**config.mk**
```make
export PLATFORM = sky130hd
export DESIGN_NAME = latch_bank_ctrl_flat
export DESIGN_NICKNAME = d
export VERILOG_FILES = /design/src/rtl/latch_bank_if.sv /design/src/rtl/latch_bank_ctrl.sv /design/src/flat_wrapper.sv
export SDC_FILE = /design/constraint.sdc
export NUM_CORES = 1
export LEC_CHECK = 0
export ABC_AREA = 1
export BUFFER_PORTS_ARGS = -buffer_cell sky130_fd_sc_hd__buf_2
export CORE_AREA = 2 2 51 53
export CTS_CLUSTER_DIAMETER = 60
export DETAILED_ROUTE_END_ITERATION = 10
export DIE_AREA = 0 0 53 55
export GPL_TIMING_DRIVEN = 1
export PLACE_DENSITY = 0.67
export REMOVE_ABC_BUFFERS = 1
export SYNTH_ARGS = -nofsm -noshare
export SYNTH_HDL_FRONTEND = slang
export SYNTH_SLANG_ARGS = --single-unit
```
**constraint.sdc**
```tcl
create_clock -name clk -period 1.3 [get_ports clk]
set_input_delay 0.13 -clock clk [delete_from_list [all_inputs] [get_ports clk]]
set_output_delay 0.13 -clock clk [all_outputs]
set_load 0.01 [all_outputs]
```
**src/rtl/latch_bank_if.sv**
```systemverilog
// latch_bank_if: request/acknowledge bundle between two write requesters
// (master side) and latch_bank_ctrl (slave side).
interface latch_bank_if #(
    parameter int WIDTH  = 8,
    parameter int ADDR_W = 2
);
    logic              req0;
    logic              req1;
    logic [ADDR_W-1:0] addr0;
    logic [ADDR_W-1:0] addr1;
    logic [WIDTH-1:0]  data0;
    logic [WIDTH-1:0]  data1;
    logic              ack0;
    logic              ack1;
    logic              err;
    logic              busy;

    modport master (
        output req0, req1, addr0, addr1, data0, data1,
        input  ack0, ack1, err, busy
    );

    modport slave (
        input  req0, req1, addr0, addr1, data0, data1,
        output ack0, ack1, err, busy
    );
endinterface

```
**src/rtl/latch_bank_ctrl.sv**
```systemverilog
// latch_bank_ctrl: two-port arbiter and write sequencer for a bank of DEPTH
// level-sensitive latches. Every write runs SETUP -> OPEN -> HOLD so the shared
// data bus is stable a full clock before and after the single gate pulse.
// Optional macro LBC_ROUND_ROBIN_EN selects round-robin arbitration; without it
// requester 0 has fixed priority. DEPTH must not exceed 2**ADDR_W.
module latch_bank_ctrl #(
    parameter int WIDTH  = 8,
    parameter int DEPTH  = 4,
    parameter int ADDR_W = 2
) (
    input  logic             clk,
    input  logic             rst_n,
    latch_bank_if.slave      bus,
    output logic [WIDTH-1:0] lat_d,
    output logic [DEPTH-1:0] lat_g
);
    typedef enum logic [1:0] {IDLE, SETUP, OPEN, HOLD} state_t;

    // Extra bit so DEPTH == 2**ADDR_W still compares correctly.
    localparam logic [ADDR_W:0] DEPTH_LIM = (ADDR_W + 1)'(DEPTH);

    state_t            state_q;
    state_t            state_d;
    logic              grant;
    logic              win_sel;    // 0: requester 0 wins, 1: requester 1 wins
    logic              win_q;      // requester owning the write in flight
    logic [ADDR_W-1:0] addr_q;     // target entry of the write in flight
    logic              addr_bad;

    logic [WIDTH-1:0]  lat_d_q, lat_d_d;
    logic [DEPTH-1:0]  lat_g_q, lat_g_d;
    logic              ack0_q, ack0_d;
    logic              ack1_q, ack1_d;
    logic              err_q, err_d;
    logic              busy_q, busy_d;

    // Requests are only looked at in IDLE; anything arriving while busy waits.
    assign grant    = (state_q == IDLE) && (bus.req0 || bus.req1);
    assign addr_bad = ({1'b0, addr_q} >= DEPTH_LIM);

`ifdef LBC_ROUND_ROBIN_EN
    logic ptr_q;  // last requester served

    // Tie goes to the requester not served last; a lone requester always wins
    always_comb begin
        if (bus.req0 && bus.req1) win_sel = ~ptr_q;
        else                      win_sel = bus.req1;
    end

    // Pointer follows each grant; resetting to 1 hands requester 0 the first tie
    always_ff @(posedge clk or negedge rst_n) begin
        if (!rst_n)     ptr_q <= 1'b1;
        else if (grant) ptr_q <= win_sel;
    end
`else
    // Fixed priority: requester 0 wins whenever it is asking.
    assign win_sel = ~bus.req0;
`endif

    // Commit the winner's identity and address at grant for the whole write
    always_ff @(posedge clk or negedge rst_n) begin
        if (!rst_n) begin
            win_q  <= 1'b0;
            addr_q <= '0;
        end else if (grant) begin
            win_q  <= win_sel;
            addr_q <= win_sel ? bus.addr1 : bus.addr0;
        end
    end

    // State register
    always_ff @(posedge clk or negedge rst_n) begin
        // NOTE: sequential state uses non-blocking assignments so every register
        // samples pre-edge values regardless of process ordering.
        if (!rst_n) state_q <= IDLE;
        else        state_q <= state_d;
    end

    // Next-state logic: fixed four-phase write sequence
    always_comb begin
        // NOTE: default assignment first so no path leaves state_d unassigned,
        // which would otherwise infer a latch.
        state_d = state_q;
        case (state_q)
            IDLE:    if (grant) state_d = SETUP;
            SETUP:   state_d = OPEN;
            OPEN:    state_d = HOLD;
            HOLD:    state_d = IDLE;
            default: state_d = IDLE;
        endcase
    end

    // Output logic: next values of the registered outputs, keyed on the state being entered
    always_comb begin
        lat_d_d = lat_d_q;
        lat_g_d = '0;
        ack0_d  = 1'b0;
        ack1_d  = 1'b0;
        err_d   = 1'b0;
        busy_d  = (state_d != IDLE);

        // Data bus only moves on entry to SETUP, when every gate is already low.
        if (grant) lat_d_d = win_sel ? bus.data1 : bus.data0;

        // Out-of-range addresses match no entry, so the gate stays closed.
        if (state_d == OPEN) begin
            for (int i = 0; i < DEPTH; i++) lat_g_d[i] = (addr_q == ADDR_W'(i));
        end

        if (state_d == HOLD) begin
            ack0_d = ~win_q;
            ack1_d = win_q;
            err_d  = addr_bad;
        end
    end

    // Output registers; reset closes every gate immediately
    always_ff @(posedge clk or negedge rst_n) begin
        if (!rst_n) begin
            lat_d_q <= '0;
            lat_g_q <= '0;
            ack0_q  <= 1'b0;
            ack1_q  <= 1'b0;
            err_q   <= 1'b0;
            busy_q  <= 1'b0;
        end else begin
            lat_d_q <= lat_d_d;
            lat_g_q <= lat_g_d;
            ack0_q  <= ack0_d;
            ack1_q  <= ack1_d;
            err_q   <= err_d;
            busy_q  <= busy_d;
        end
    end

    assign lat_d    = lat_d_q;
    assign lat_g    = lat_g_q;
    assign bus.ack0 = ack0_q;
    assign bus.ack1 = ack1_q;
    assign bus.err  = err_q;
    assign bus.busy = busy_q;
endmodule

```
**src/flat_wrapper.sv**
```systemverilog
// flat-port wrapper written by rule: the top's interface ports become plain ports
module latch_bank_ctrl_flat 
#(
    parameter int WIDTH  = 8,
    parameter int DEPTH  = 4,
    parameter int ADDR_W = 2
)
  (clk, rst_n, lat_d, lat_g, bus_req0, bus_req1, bus_addr0, bus_addr1, bus_data0, bus_data1, bus_ack0, bus_ack1, bus_err, bus_busy);
  latch_bank_if #(.WIDTH(WIDTH), .ADDR_W(ADDR_W)) bus_i ();
  input  logic clk;
  input  logic rst_n;
  output logic [WIDTH-1:0] lat_d;
  output logic [DEPTH-1:0] lat_g;
  input wire logic [$bits(bus_i.req0)-1:0] bus_req0;
  input wire logic [$bits(bus_i.req1)-1:0] bus_req1;
  input wire logic [$bits(bus_i.addr0)-1:0] bus_addr0;
  input wire logic [$bits(bus_i.addr1)-1:0] bus_addr1;
  input wire logic [$bits(bus_i.data0)-1:0] bus_data0;
  input wire logic [$bits(bus_i.data1)-1:0] bus_data1;
  output wire logic [$bits(bus_i.ack0)-1:0] bus_ack0;
  output wire logic [$bits(bus_i.ack1)-1:0] bus_ack1;
  output wire logic [$bits(bus_i.err)-1:0] bus_err;
  output wire logic [$bits(bus_i.busy)-1:0] bus_busy;
  assign bus_i.req0 = bus_req0;
  assign bus_i.req1 = bus_req1;
  assign bus_i.addr0 = bus_addr0;
  assign bus_i.addr1 = bus_addr1;
  assign bus_i.data0 = bus_data0;
  assign bus_i.data1 = bus_data1;
  assign bus_ack0 = bus_i.ack0;
  assign bus_ack1 = bus_i.ack1;
  assign bus_err = bus_i.err;
  assign bus_busy = bus_i.busy;
  latch_bank_ctrl #(.WIDTH(WIDTH), .DEPTH(DEPTH), .ADDR_W(ADDR_W)) u_core (.clk(clk), .rst_n(rst_n), .bus(bus_i), .lat_d(lat_d), .lat_g(lat_g));
endmodule
```
Word-level counts from Yosys, hierarchy flattened
Index checks and enable logic that the tools add are counted.
Operators by class
  equal/unequal tests: 8
  muxes and demuxes: 7
  bitwise gates (word level): 2
  reductions and logical operators: 5
Operators with widths (count)
  equality test 2 bit, second input constant: 6
  two-way mux 8 bit: 1
  one-hot mux 2 bit (4 select lines): 1
  equality test 2 x 1 -> 1 bit, second input constant: 2
  zero test 2 bit: 2
  two-way mux 2 bit: 2
  two-way mux 4 bit: 1
  two-way mux 1 bit: 2
  inverter 1 bit: 2
  nonzero test 2 bit: 1
  logical AND 1 bit: 1
  logical OR 1 bit: 1
Storage, ports and cells
  bits in registers: 20
  input bits: 24
  output and inout port bits: 16
  logic and storage cells: 30

Longest topological paths before layout
  depth in word-level cells: 6
  gate-level depth with buffers: 7
  gate-level depth less buffers: 7

Worst setup path after synthesis
OpenSTA, ideal clock, no wires.
  path type: register to register
  from: register u_core.state_q[0]
  to: register u_core.lat_d_q[1], in the netlist u_core.lat_d[1]
  library setup time: 0.116 ns
  arrival: 0.980 ns
  data required time: 1.184 ns
  setup slack: 0.204 ns
  cell stages (with the launch flop): 7
  path buffers: 1
  clock period less this slack: 1.096 ns
  cells stage by stage: dfrtp_1 > inv_1 > ha_1 > o21ai_4 > buf_6 > nand2_1 > nand2_1
Between the ends
  cells in the longest elaborated chain, start to end: 2
RTL lines
  start: declaration: line latch_bank_ctrl.sv:22  | state_t state_q;
  start signal: assignment: line latch_bank_ctrl.sv:76  | else state_q <= state_d;
  zero test 2 bit: line latch_bank_ctrl.sv:38  | assign grant = (state_q == IDLE) && (bus.req0 || bus.req1);
  logical AND 1 bit: line latch_bank_ctrl.sv:38
  end signal: assignment: line latch_bank_ctrl.sv:127  | lat_d_q <= lat_d_d;
  end: declaration: line latch_bank_ctrl.sv:30  | logic [WIDTH-1:0] lat_d_q, lat_d_d;
No other way between the ends.
A chain may end at the register's enable or synchronous reset.

Final worst setup path
  from: register u_core.state_q[1]
  to: register u_core.lat_d_q[7], in the netlist u_core.lat_d[7]
Same word-level chain as after synthesis.

==> impl_metrics.yaml <==
route:
  drcViolationCount: 0
  drt-pass1-iter-count: 4
  antenna_left: 0
  via_per_inst: 4.36
  vias: 815
  drtIter0Drc: 9
  routed_wl_um: 1870
  drt-wirelength-per-cell_um: 9.98
cts:
  clkLatencyLatePin_ns: 0.30
  clk_pin_slew_worst_paths_ns: 0.12
  cts_buffer_depth: 2
  cts_tree: "done"
  cts-root-buf: "clkbuf_4"
  cts.sinks: 20
  h-tree-depth: 1
  cts_buffers: 3
worst_setup_path:
  path_cells: "inv_1 -> ha_1 -> o21ai_4 -> buf_4 -> nand2_1 -> nand2_1"
  worstSetupPathType: "reg -> reg"
  end_kind: "flip-flop"
  cp_max_fo: 7
  rrSetupSlack_ns: 0.09
  crit_required_ns: 1.51
  worst_ep_arrival_time_ns: 1.42
  slowest_delay_ns: 0.42
  cpMostUsedCell: "nand2_1"
  crit_slowest_cell: "dfrtp_1"
  cp-start-kind: "flip-flop"
sta:
  period_share_pct: 93.2
  hold_slack_ns: 0.132
  slew_violations: 0
  setup_viol: 0
  fmax_ghz: 0.825
  post-route-min-period_ns: 1.21
  skew_ns: 0.00587
  timing_hold_violations_final: 0
placement:
  dp_hpwl_um: 1410
  routabilityCongestion: 0.672
  place_area_um2: 1150
  numPortBuffers: 38
  dp_cells: 180
worst_hold_path:
  min_path_type: "in -> reg"
pwr:
  p_per_area_nw_per_um2: 1960
  swShare_pct: 38.3
  ir_drop_v: 0.000926
  seqPwrFrac_pct: 42.7
  intPower_mw: 1.49
  power_frac_comb_pct: 42.3
  p_leak_nw: 0.752
  clockPowerShare_pct: 15.0
  p_sw_mw: 0.921
layout:
  final_common_cell: "nand2_1"
  num_antenna_cells: 0
  final_cell_mix: "nand2_1, buf_2, dfrtp_1, inv_1, o21ai_0"
  area_growth_syn_to_layout_pct: 29.0
  layout-drive-gt1-share_pct: 30.6
  final_cells: 187
  fillers: 240
  utilization_pct: 52.1
  fin_area_um2: 1230
  multi_input_area_um2: 340
  regArea_um2: 500
  fin_nets: 187
synth:
  synth_area_per_cell_um2: 8.30
  yosys_warnings: 0
  yosys.cell_types.count: 15
  ys_ff_latch: 20
  ys_seq_area_share_pct: 52.4
  syn_area_um2: 955
  syn_inst: 115
global_route:
  antenna_found_initial: 0
  grt_pass1_wl_um: 3160
  grt_use_total_pct: 15.1
  grt_pass1_vias: 754
  grt_max_degree: 22
  grt-ovfl-total: 0
floorplan:
  dieArea_um2: 2920
  start_util_pct: 40.4
  coreArea_um2: 2360
  num_rows: 18
  io_pins: 40
  die_w_um: 53
  die_h_um: 55
status:
  status: "finished clean"
flow_run:
  maxCapViolCount: 0
-- sequential cells by signal (all words and copies together) (netlist names) --
name and flops:
u_core.state_q 2, u_core.win_q 1, u_core.lat_g 4, u_core.bus.ack1 1, u_core.bus.busy 1, u_core.lat_d 8, u_core.addr_q 2, u_core.bus.ack0 1
-- worst max-delay path: cells and delay by family, from the launching register on --
kind	cells	cell delay, ns
buf+inv	2	0.28
fa+ha+maj	1	0.20
simple gates	2	0.10
compound gates	1	0.11
flops	1	0.42
-- power by group through the flow --
stage	Combinational, mW	Clock, mW	Sequential, mW
floorplan	0.502	0	1.11
global placement	0.914	0	1.03
detailed placement	0.943	0	1.03
CTS	0.957	0.371	1.03
global route	1.19	0.404	1.06
finish	1.02	0.361	1.03
-- cell type report --
class / count / area share, %
clock buffers: 4 / 2.95
well taps: 30 / 3.05
multi-input cells: 70 / 27.6
repair buffers: 42 / 19.1
inverters: 21 / 6.61
flip-flops and latches: 20 / 40.7
-- per-stage QoR --
step	setup TNS [ns]	setup slack (ns)	power (mW)
after floorplan	0	0.176	1.61
after global placement	0	0.0777	1.95
after detailed placement	-0.0336	-0.0178	1.98
after CTS	0	0.0322	2.36
after global routing	-0.00393	-0.00317	2.65
final	0	0.0879	2.41
-- final timing paths --
path	endpoint	start	cells after the start
setup / recovery	u_core.lat_d[7]	u_core.state_q[1]	6
hold / removal	u_core.lat_d[5]	bus_data0[5]	5
setup reg to reg	u_core.lat_d[7]	u_core.state_q[1]	6
hold reg to reg	u_core.bus.ack0	u_core.win_q	1
max in group asynchronous	u_core.lat_d[6]	rst_n	2
min in group asynchronous	u_core.bus.busy	rst_n	2
-- cell families after synthesis --
kind of cell    count (synthesis)  share of synthesized area [%]
simple gates                   52                           21.2
buf+inv                        25                           11.9
flops                          20                           52.4
compound gates                 12                           7.47
fa+ha+maj                       5                           6.55
other cells                     1                          0.393
-- cells in the mapped netlist --
cell | number | area share (%)
inv_1 | 20 | 7.9
inv_2 | 1 | 0.39
nor2_1 | 2 | 0.79
dfrtp_1 | 20 | 52
buf_6 | 2 | 2.4
o21ai_4 | 1 | 1.7
nand2_1 | 45 | 18
conb_1 | 1 | 0.39
o21ai_0 | 8 | 4.2
buf_2 | 1 | 0.52
nor3_1 | 4 | 2.1
ha_1 | 5 | 6.6
o21ai_1 | 3 | 1.6
buf_4 | 1 | 0.79
or2_1 | 1 | 0.66
-- routing by layer --
| layer | part of all wire (%) | GRT usage (%) | wire, um | vias up |
|---|---|---|---|---|
| met5 | 0 | 0 | 0 | - |
| met2 | 45 | 24.0 | 848 | 32 |
| met3 | 5.6 | 2.42 | 104 | 4 |
| li1 | - | - | - | 423 |
| met1 | 47 | 20.2 | 882 | 356 |
| met4 | 1.7 | 7.69 | 31 | 0 |
-- repair_timing --
action,4_1_cts,5_1_grt
hold buffers,1,0
endpoints found under the hold margin,20,0
resized for setup,1,1
setup endpoints to repair,10,12
setup buffers,0,2
(Power assumes the default switching activity.)
